===== config.mk =====
export PLATFORM = sky130hd
export DESIGN_NAME = fp_add_norm_round
export DESIGN_NICKNAME = d
export VERILOG_FILES = /design/src/rtl/fp_add_norm_round.sv
export SDC_FILE = /design/constraint.sdc
export NUM_CORES = 1
export LEC_CHECK = 0
export CAP_MARGIN = 10
export CORE_MARGIN = 8
export CORE_UTILIZATION = 61
export CTS_BUF_LIST = sky130_fd_sc_hd__clkbuf_2 sky130_fd_sc_hd__clkbuf_4 sky130_fd_sc_hd__clkbuf_8
export DETAILED_ROUTE_END_ITERATION = 8
export PLACE_DENSITY = 0.95
export SKIP_CTS_REPAIR_TIMING = 1
export SYNTH_ARGS = -nofsm -noshare
export SYNTH_HDL_FRONTEND = slang
export SYNTH_SLANG_ARGS = --single-unit

===== constraint.sdc =====
create_clock -name clk -period 9.4 [get_ports clk]
set_input_delay 1.88 -clock clk [delete_from_list [all_inputs] [get_ports clk]]
set_output_delay 1.88 -clock clk [all_outputs]
set_load 0.005 [all_outputs]

===== src/rtl/fp_add_norm_round.sv =====
`timescale 1ns/1ps
// FP32 adder back end: normalize {carry,sum}, round per RISC-V rm, pack result + {NV,DZ,OF,UF,NX}.
// Latency: k NORM cycles + 1 ROUND cycle; FP_NORM_LZC_EN makes k=1 via a leading-zero count.
// Backpressure: accepts only in IDLE; result/flags held in DONE until out_ready, no same-cycle re-accept.
module fp_add_norm_round #(
  parameter int SHIFT_STEP = 4
) (
  input  logic        clk,
  input  logic        reset,
  input  logic        in_valid,
  output logic        in_ready,
  input  logic [47:0] mantissa_sum,
  input  logic        carry,
  input  logic        sign_res,
  input  logic        sticky_bit,
  input  logic        eff_sub,
  input  logic [7:0]  exp_in,
  input  logic [2:0]  rm,
  output logic        out_valid,
  input  logic        out_ready,
  output logic [31:0] result,
  output logic [4:0]  flags
);
  localparam logic [2:0] RNE = 3'b000;
  localparam logic [2:0] RDN = 3'b010;
  localparam logic [2:0] RUP = 3'b011;
  localparam logic [2:0] RMM = 3'b100;
  localparam logic signed [9:0] STEP_E = 10'(SHIFT_STEP);

  typedef enum logic [1:0] {IDLE, NORM, ROUND, DONE} state_t;
  state_t state;

  logic [48:0]       man;
  logic signed [9:0] exp_r;
  logic              sticky, sign_r, eff_sub_r, zero_r;
  logic [2:0]        rm_r;

  logic              g, r, s, lsb, inexact, inc, tiny, ovf, to_inf;
  logic [24:0]       mant_rnd;
  logic [23:0]       mant_fin;
  logic signed [9:0] exp_fin;
  logic [31:0]       res_c;
  logic [4:0]        flg_c;

  always_comb begin
    g       = man[23];
    r       = man[22];
    s       = (|man[21:0]) | sticky;
    lsb     = man[24];
    inexact = g | r | s;
    case (rm_r)
      RNE:     inc = g & (r | s | lsb);
      RDN:     inc = inexact & sign_r;
      RUP:     inc = inexact & ~sign_r;
      RMM:     inc = g;
      default: inc = 1'b0;
    endcase
    // A carry out of the 24-bit significand renormalizes to exactly 1.0 at the next exponent.
    mant_rnd = {1'b0, man[47:24]} + {24'd0, inc};
    mant_fin = mant_rnd[24] ? 24'h800000 : mant_rnd[23:0];
    exp_fin  = mant_rnd[24] ? exp_r + 10'sd1 : exp_r;
    tiny     = ~mant_fin[23];
    ovf      = exp_fin >= 10'sd255;
    to_inf   = (rm_r == RNE) || (rm_r == RMM) || (rm_r == RUP && !sign_r) || (rm_r == RDN && sign_r);
    if (zero_r) begin
      res_c = {eff_sub_r ? (rm_r == RDN) : sign_r, 31'd0};
      flg_c = 5'b00000;
    end else if (ovf) begin
      res_c = to_inf ? {sign_r, 8'hFF, 23'd0} : {sign_r, 8'hFE, 23'h7FFFFF};
      flg_c = 5'b00101;
    end else begin
      res_c = {sign_r, tiny ? 8'd0 : exp_fin[7:0], mant_fin[22:0]};
      flg_c = {3'b000, tiny & inexact, inexact};
    end
  end

`ifdef FP_NORM_LZC_EN
  logic signed [9:0] lzc, lz_lim, lz_shamt;
  always_comb begin
    lzc = 10'sd48;
    for (int i = 0; i < 48; i++) begin
      if (man[i]) lzc = 10'(47 - i);
    end
    // Never shift below exponent 1: the remainder stays subnormal.
    lz_lim   = (exp_r > 10'sd1) ? exp_r - 10'sd1 : 10'sd0;
    lz_shamt = (lz_lim < lzc) ? lz_lim : lzc;
  end
`endif

  always_ff @(posedge clk) begin
    if (reset) begin
      state     <= IDLE;
      in_ready  <= 1'b1;
      out_valid <= 1'b0;
      result    <= 32'd0;
      flags     <= 5'd0;
      man       <= 49'd0;
      exp_r     <= 10'sd0;
      sticky    <= 1'b0;
      sign_r    <= 1'b0;
      eff_sub_r <= 1'b0;
      zero_r    <= 1'b0;
      rm_r      <= 3'd0;
    end else begin
      case (state)
        IDLE: begin
          if (in_valid && in_ready) begin
            man       <= {carry, mantissa_sum};
            exp_r     <= signed'({2'b00, exp_in});
            sticky    <= sticky_bit;
            sign_r    <= sign_res;
            eff_sub_r <= eff_sub;
            rm_r      <= rm;
            zero_r    <= 1'b0;
            in_ready  <= 1'b0;
            state     <= NORM;
          end
        end
        NORM: begin
          if (!man[48] && man[47:0] == 48'd0 && !sticky) begin
            zero_r <= 1'b1;
            state  <= ROUND;
          end else if (man[48]) begin
            man    <= man >> 1;
            sticky <= sticky | man[0];
            exp_r  <= exp_r + 10'sd1;
            state  <= ROUND;
          end
`ifdef FP_NORM_LZC_EN
          else begin
            man   <= man << lz_shamt;
            exp_r <= exp_r - lz_shamt;
            state <= ROUND;
          end
`else
          else if (man[47 -: SHIFT_STEP] == '0 && exp_r > STEP_E) begin
            man   <= man << SHIFT_STEP;
            exp_r <= exp_r - STEP_E;
          end else if (!man[47] && exp_r > 10'sd1) begin
            man   <= man << 1;
            exp_r <= exp_r - 10'sd1;
          end else begin
            state <= ROUND;
          end
`endif
        end
        ROUND: begin
          result    <= res_c;
          flags     <= flg_c;
          out_valid <= 1'b1;
          state     <= DONE;
        end
        DONE: begin
          if (out_ready) begin
            out_valid <= 1'b0;
            in_ready  <= 1'b1;
            state     <= IDLE;
          end
        end
        default: state <= IDLE;
      endcase
    end
  end
endmodule


# Yosys cells after proc, flatten, opt, wreduce, memory -nomap -nowiden
# Index checks and enable logic that the tools add are counted.
# word_totals
ff_bits,107
inputBits,67
out_inout_bits,39
wordCells,116
# op_classes
n_addsub,4
magnitude_cmp,3
n_eq_ne,14
mux,40
bitwise,12
reduce_logical,30
# op_table
cell,count
49-bit two-way mux,5
49-bit one-hot mux with 2 select lines,1
10-bit two-way mux,6
48-bit logical NOT,1
24-bit two-way mux,2
32-bit two-way mux,1
31-bit two-way mux,1
24-bit by 1-bit adder with 25-bit output,1
22-bit OR reduction,1
10-bit one-hot mux with 2 select lines,1
2-bit two-way mux,6
"4-bit inequality test, second input constant",3
4-bit AND reduction,3
"10-bit by 2-bit adder with 10-bit output, second input constant",1
"10-bit by 9-bit >= comparator with 1-bit output, second input constant",1
"10-bit by 2-bit greater-than comparator with 1-bit output, second input constant",1
"10-bit by 4-bit greater-than comparator with 1-bit output, second input constant",1
"2-bit inequality test, second input constant",5
"10-bit by 2-bit subtractor with 10-bit output, second input constant",1
"10-bit by 4-bit subtractor with 10-bit output, second input constant",1
3-bit AND reduction,3
1-bit two-way mux,8
8-bit two-way mux,1
1-bit one-hot mux with 2 select lines,4
other kinds (18),44

# Longest topological paths before layout
# Gate-level depths: netlist (run 1).
# logic_depth
ltp_word,12
mapped_depth,16

# Least setup slack after synthesis (run 1)
# No wires, ideal clock.
# synth_timing
kind,register to register
from,reg rm_r[2]
to,reg result[19]
setup_time_ns,0.086
arrival_ns,3.474
t_required_ns,9.314
path_slack_ns,5.840
stages_incl_launch_ff,15
n_path_buf,1
synth_period_minus_slack_ns,3.560
cell_sequence,dfxtp_1 nand2b_1 nor2_1 ha_1 or2_2 a21oi_1 ha_1 ha_1 nand4_1 nor4_4 a211oi_1 a311oi_4 a21oi_2 buf_6 a221oi_2
# synth_via
elab_chain_cells,7
# synth_rtl
element,line,source
start: declaration,36,logic [2:0] rm_r;
start signal: assignment,113,rm_r <= rm;
3-bit equality test (tied with other cells),"51, 64",
1-bit one-hot mux with 4 select lines (tied with other cells),51,case (rm_r)
24-bit by 1-bit adder with 25-bit output or 1-bit logical OR (tied branches),"59, 64",
10-bit two-way mux or 1-bit logical OR (tied branches),"61, 64",
10-bit by 9-bit >= comparator with 1-bit output or 24-bit two-way mux (tied branches),"63, 69",
31-bit two-way mux (*),68,end else if (ovf) begin
32-bit two-way mux (*),65,if (zero_r) begin
end signal: assignment,148,result <= res_c;
end: declaration,21,"output logic [31:0] result,"
# Every way passes the cells marked *; elsewhere a longest branch is shown, timed or not.
# A chain may end at the register's enable or synchronous reset.

# Final worst setup path (run 1)
# layout_timing
from,reg man[0]
to,reg result[22]
# layout_via
elab_chain_cells,11
# layout_rtl
element,line,source
start: declaration,33,logic [48:0] man;
start signal: assignment,108,"man <= {carry, mantissa_sum};"
start signal: assignment,124,man <= man >> 1;
start signal: assignment,137,man <= man << SHIFT_STEP;
22-bit OR reduction (*),48,s = (|man[21:0]) | sticky;
1-bit OR (*),48,
1-bit OR (2 in a row),52,RNE: inc = g & (r | s | lsb);
1-bit AND,52,
1-bit one-hot mux with 4 select lines (*),51,
24-bit by 1-bit adder with 25-bit output (*),59,"mant_rnd = {1'b0, man[47:24]} + {24'd0, inc};"
10-bit two-way mux,61,exp_fin = mant_rnd[24] ? exp_r + 10'sd1 : exp_r;
10-bit by 9-bit >= comparator with 1-bit output,63,ovf = exp_fin >= 10'sd255;
31-bit two-way mux (*),68,
32-bit two-way mux (*),65,
# Marked as above.

==> impl_metrics.py, run 1 <==
metrics = {
    "global_route": {
        "overflow": 0,
        "grt_antenna_before_repair": 0,
        "grt_pass1_vias": 6882,
        "grt_use_total_pct": 26.98,
        "grt_pass1_wl_um": 34030,
        "grt_max_degree": 87,
    },
    "timing": {
        "tightest_slew_ps": 1068,
        "drv_slew": 0,
        "post-route-period-util_pct": 47.32,
        "finalCriticalPeriod_ps": 4448,
        "fin_ws_ps": 4952,
        "fmax_ghz": 0.2248,
        "setup_violations": 0,
        "whs_ps": 467.6,
        "slew_headroom_pct": 28.23,
        "setup-tns-final_ps": 0,
        "finClkSkew_ps": 18.58,
        "rsz0062_at_grt": "no",
        "hold_viol": 0,
    },
    "critical_path": {
        "cp_top_family": "compound AO/OA/AOI/OAI gates",
        "endpoint_kind": "register",
        "max_stage_delay_ps": 790,
        "cp-start-kind": "register",
        "path_buf_inv": 0,
        "timing.rr.start": "man[0]",
        "worstPathCellList": "nor4_1, nand4_1, or2_2, o31ai_1, a21oi_1, ha_1, ha_1, nand4_1, nor4_4, a311oi_1, a31oi_2, a21oi_2, a221oi_1",
        "arrival_ps": 4660,
        "crit_type": "register to register",
        "critPathRequiredTime_ps": 9610,
        "slowest_stage": "a21oi_2",
        "path_max_fanout": 15,
        "crit_start": "man[0]",
    },
    "synth": {
        "syn_avg_cell_area_sq_um": 7.482,
        "ys_top_cells_by_count": "a21oi_1 (110), dfxtp_1 (105), nand2_1 (93), o21ai_0 (73), clkbuf_1 (63)",
        "synthTopCellsByArea": "dfxtp_1 (30%), a21oi_1 (7.9%), o21ai_0 (5.2%)",
        "synth_warnings": 0,
        "synth.distinct_cells": 67,
        "yosysTopAreaCellShare_pct": 30.05,
        "ys_ff_latch": 105,
        "synth-seq-area-share_pct": 30.05,
        "ys.flop_type": "dfxtp_1",
        "syn_inst": 935,
        "synth_top_cell_by_area": "dfxtp_1",
        "syn_area_sq_um": 6995,
        "synth_most_common_cell": "a21oi_1",
        "ys_async_sr_fraction_pct": 0,
        "synth_edf_count": 0,
    },
    "power": {
        "p_switching_w": 0.001280,
        "clock_power_share_pct": 11.4,
        "p_int_w": 0.001213,
        "power_leakage_nw": 2.600,
        "p_sw_share_pct": 51.36,
        "p_comb_share_pct": 57.8,
        "power_density_nw_per_um2": 309.1,
        "vdd_drop_max_v": 0.0002083,
        "seqPwrFrac_pct": 30.8,
    },
    "place": {
        "place.gp.congestion": 0.9757,
        "port_buffers": 103,
        "dp.cells": 1093,
        "dpl_cell_area_sq_um": 7878,
        "dp_hpwl_um": 14140,
        "dp_worst_setup_slack_ps": 4858,
    },
    "die": {
        "die-height_um": 123.1,
        "initial_core_util_pct": 61.79,
        "fp.dieW_um": 123.1,
        "ios": 106,
        "core-area_sq_um": 11320,
        "rows": 39,
        "dieArea_sq_um": 15150,
    },
    "clock_network": {
        "clock_path_buffers": 2,
        "cts_buffers": 9,
        "clk_latency_ps": 380,
        "cts-root-buf": "clkbuf_8",
        "clock-sinks": 105,
        "cts_max_level": 3,
        "path_clk_slew_ps": 110,
        "cts_tree": "built",
    },
    "min_path": {
        "hp-start": "result[27]",
        "min_path_type": "register to register",
    },
    "layout": {
        "syn2layout_area_growth_pct": 15.29,
        "stdcell_count": 1109,
        "drive_gt1_share_pct": 5.487,
        "fin_area_sq_um": 8065,
        "n_antenna_cell": 0,
        "layout.nets": 1042,
        "fillers": 911,
    },
    "routing": {
        "wl_per_cell_um": 19.25,
        "antenna_left": 0,
        "drc_errors": 0,
        "via_per_inst": 6.940,
        "drt-total-wl_um": 21340,
        "drt_iter0_markers": 1255,
        "dr_total_vias": 7697,
        "detail_route.first_pass.iterations": 6,
    },
    "run_status": {
        "status": "finished clean",
    },
    "flow_run": {
        "cap_viol_max_count": 0,
    },
}
-- cell usage in the layout (no fill, tap or decap), drive strengths merged, types with 27 or more instances in the layout --
master           n
o211ai          27
nor2            62
nand2           93
nand3           42
dfxtp          105
a211oi          45
a21oi          111
clkdlybuf4s50  102
o21ai           74
-- power by group through the flow --
stage	combinational (W)	clock, W	sequential, W
2_1_floorplan	0.00118	0	0.000639
3_3_place_gp	0.00137	0	0.000763
3_5_place_dp	0.00140	0	0.000767
4_1_cts	0.00141	0.000279	0.000757
5_1_grt	0.00157	0.000300	0.000782
6_report	0.00144	0.000284	0.000769
-- flip-flops by register name, indices dropped and copies added (netlist names) --
register   flops
eff_sub_r      1
out_valid      1
sticky         1
man           49
result        32
in_ready       1
state          2
zero_r         1
exp_r         10
sign_r         1
flags          3
rm_r           3
-- worst reg2reg max path, stage by stage, from the launching register on --
cell and delay (ps):
dfxtp_1 340, nor4_1 460, nand4_1 290, or2_2 420, o31ai_1 210, a21oi_1 100, ha_1 240, ha_1 250
nand4_1 190, nor4_4 120, a311oi_1 440, a31oi_2 190, a21oi_2 790, a221oi_1 230
-- cell families after synthesis --
| group | Yosys count | synth area share [%] |
|---|---|---|
| DFF | 105 | 30.05 |
| xor gates and xnor gates | 32 | 4.006 |
| AOI/OAI and AO/OA | 362 | 34.95 |
| other | 1 | 0.05361 |
| buffers and inverters | 122 | 7.405 |
| adders and majority gates | 14 | 2.504 |
| and+or+nand+nor | 299 | 21.03 |
-- worst paths after layout --
path         cells past startpoint         end  slack, ps
min reg2reg                      2  result[27]        470
min                              2  result[27]        470
max                             13  result[22]       4950
max reg2reg                     13  result[22]       4950
-- layer usage --
metal / part of all wire [%] / track usage [%]
met1: 41 / 36.57
met2: 45 / 41.56
met3: 12 / 5.023
met4: 2.4 / 10.84
met5: 0 / 0
-- final cells by class --
cell class	count	area (sq um)	share of cell area, %
Sequential cell	105	2103	26.08
Clock inverter	5	42.54	0.5275
Inverter	21	78.83	0.9773
Timing Repair Buffer	115	1116	13.84
Multi-Input combinational cell	709	4400	54.56
Clock buffer	11	145.1	1.800
Tap cell	143	178.9	2.218
-- through the flow --
| stage | total power (W) | utilization, % |
|---|---|---|
| after global placement | 0.002129 | 69.58 |
| final | 0.002493 | 71.24 |
| after floorplan | 0.001824 | - |
| after global routing | 0.002649 | 71.24 |
| after CTS | 0.002441 | 71.24 |
| after detailed placement | 0.002164 | 69.58 |
Power figures use the tool's default switching activity.
==> inputs of run 2 (changes only) <==
--- a/config.mk
+++ b/config.mk
@@ -7,10 +7,10 @@
 export LEC_CHECK = 0
 export CAP_MARGIN = 10
 export CORE_MARGIN = 8
-export CORE_UTILIZATION = 61
+export CORE_UTILIZATION = 57
 export CTS_BUF_LIST = sky130_fd_sc_hd__clkbuf_2 sky130_fd_sc_hd__clkbuf_4 sky130_fd_sc_hd__clkbuf_8
 export DETAILED_ROUTE_END_ITERATION = 8
-export PLACE_DENSITY = 0.95
+export PLACE_DENSITY = 0.94
 export SKIP_CTS_REPAIR_TIMING = 1
 export SYNTH_ARGS = -nofsm -noshare
 export SYNTH_HDL_FRONTEND = slang
==> constraint.sdc (replaced) <==
create_clock -name clk -period 4.65 [get_ports clk]
set_input_delay 0.93 -clock clk [delete_from_list [all_inputs] [get_ports clk]]
set_output_delay 0.93 -clock clk [all_outputs]
set_load 0.005 [all_outputs]
==> impl_metrics.py, run 2 (same netlist as run 1, synthesis figures left out) <==
metrics = {
    "run_status": {
        "status": "finished clean",
    },
    "critical_path": {
        "crit_type": "register to register",
        "endpoint_kind": "register",
        "cp-start-kind": "register",
        "arrival_ps": 4520,
        "path_max_fanout": 10,
        "critPathRequiredTime_ps": 4950,
    },
    "timing": {
        "setup-tns-final_ps": 0,
        "fmax_ghz": 0.2370,
        "finalCriticalPeriod_ps": 4219,
        "hold_viol": 0,
        "post-route-period-util_pct": 90.74,
        "slew_headroom_pct": 26.78,
        "tightest_slew_ps": 1090,
        "finClkSkew_ps": 9.672,
        "drv_slew": 0,
        "rsz0062_at_grt": "no",
        "setup_violations": 0,
    },
    "global_route": {
        "grt_pass1_vias": 6987,
        "grt_pass1_wl_um": 35760,
        "grt_antenna_before_repair": 0,
        "overflow": 0,
        "grt_max_degree": 85,
        "grt_use_total_pct": 26.44,
    },
    "routing": {
        "detail_route.first_pass.iterations": 9,
        "dr_total_vias": 7735,
        "drt_iter0_markers": 1267,
        "drt-total-wl_um": 22030,
        "antenna_left": 0,
        "via_per_inst": 6.900,
        "wl_per_cell_um": 19.65,
        "drc_errors": 0,
    },
    "place": {
        "dp.cells": 1105,
        "dp_hpwl_um": 15060,
        "place.gp.congestion": 0.9542,
        "port_buffers": 103,
    },
    "die": {
        "ios": 106,
        "die-height_um": 126.8,
        "fp.dieW_um": 126.8,
        "rows": 40,
        "dieArea_sq_um": 16070,
        "initial_core_util_pct": 58.24,
        "core-area_sq_um": 12010,
    },
    "layout": {
        "multi_input_area_sq_um": 4400,
        "largest_reg_flops": 49,
        "seq_area_sq_um": 2103,
        "mostFrequentLayoutCells": "a21oi_1 (110), dfxtp_1 (104), clkdlybuf4s50_1 (102), nand2_1 (93), o21ai_0 (73)",
        "fillers": 986,
        "syn2layout_area_growth_pct": 16.13,
        "layout.nets": 1050,
        "layout_commonest_cell": "a21oi_1",
        "regMostFlops": "man",
        "n_antenna_cell": 0,
        "stdcell_count": 1121,
        "utilization_pct": 67.64,
        "drive_gt1_share_pct": 6.263,
        "reg_top3": "man (49), result (32), exp_r (10)",
    },
    "min_path": {
        "min_path_type": "register to register",
    },
    "power": {
        "fin_total_pwr_w": 0.005130,
        "power_density_nw_per_um2": 631.5,
        "vdd_drop_max_v": 0.0004469,
        "power_leakage_nw": 2.633,
    },
    "flow_run": {
        "cap_viol_max_count": 0,
    },
    "clock_network": {
        "clock-sinks": 105,
        "path_clk_slew_ps": 110,
        "cts-root-buf": "clkbuf_8",
        "clock_path_buffers": 2,
        "cts_max_level": 3,
        "cts_buffers": 9,
        "clk_latency_ps": 390,
        "cts_tree": "built",
    },
}
[run 2: path summary, 6_finish.rpt]
kind	from	endpoint	slack, ps	cells after the start
max	rm_r[2]	result[22]	430	14
max reg2reg	rm_r[2]	result[22]	430	14
min	result[25]	result[25]	470	2
min reg2reg	result[25]	result[25]	470	2
[run 2: worst max-delay path, stage by stage (launching register included)]
cell and delay [ps]:
dfxtp_1 380, nand2b_1 190, nor2_1 60, ha_1 280, or2_2 290, a21oi_1 140, ha_1 260, ha_1 270
nand4_1 190, nor4_4 630, a211oi_1 240, a311oi_4 560, a21oi_2 120, buf_4 220, a221oi_1 280
[run 2: report_power, final]
group          internal (W)  total [W]  leakage [nW]  switching (W)
Sequential          0.00114    0.00155         0.860       0.000415
Clock              0.000222   0.000558        0.0911       0.000337
Combinational       0.00115    0.00302          1.68        0.00188
[run 2: final cells by class]
type	instances	share of cell area (%)
repair buffers	123	14.48
well taps	147	2.264
multi-input cells	709	54.17
clock inverters	5	0.3696
flip-flops and latches	105	25.89
clock buffers	11	1.864
inverters	21	0.9703
[run 2: metal layers]
metal  up-vias  GRT usage, %  wire [um]  share of wire, %
met5         -             0          0                 0
met4         0         9.377        517               2.3
met3        56         4.525       2606                12
met2       572         40.88       9841                45
met1      3548         36.22       9064                41
li1       3559             -          -                 -
[run 2: through the flow]
step | instance area [sq um] | worst slack (ps) | hold slack, ps
5_1_grt | 8124 | 204.6 | 493.1
4_1_cts | 8124 | 493.8 | 471.4
2_1_floorplan | 6999 | 1090 | 436.4
3_3_place_gp | 7943 | 696.9 | 443.2
6_report | 8124 | 430.5 | 465.5
3_5_place_dp | 7943 | 541.0 | 449.2
==> inputs of run 3 (changes only) <==
--- a/config.mk
+++ b/config.mk
@@ -12,6 +12,7 @@
 export DETAILED_ROUTE_END_ITERATION = 8
 export PLACE_DENSITY = 0.94
 export SKIP_CTS_REPAIR_TIMING = 1
+export SLEW_MARGIN = 5
 export SYNTH_ARGS = -nofsm -noshare
 export SYNTH_HDL_FRONTEND = slang
 export SYNTH_SLANG_ARGS = --single-unit
==> results of run 3 <==
No change in the layout: final DEF, timing and power equal those of run 2.
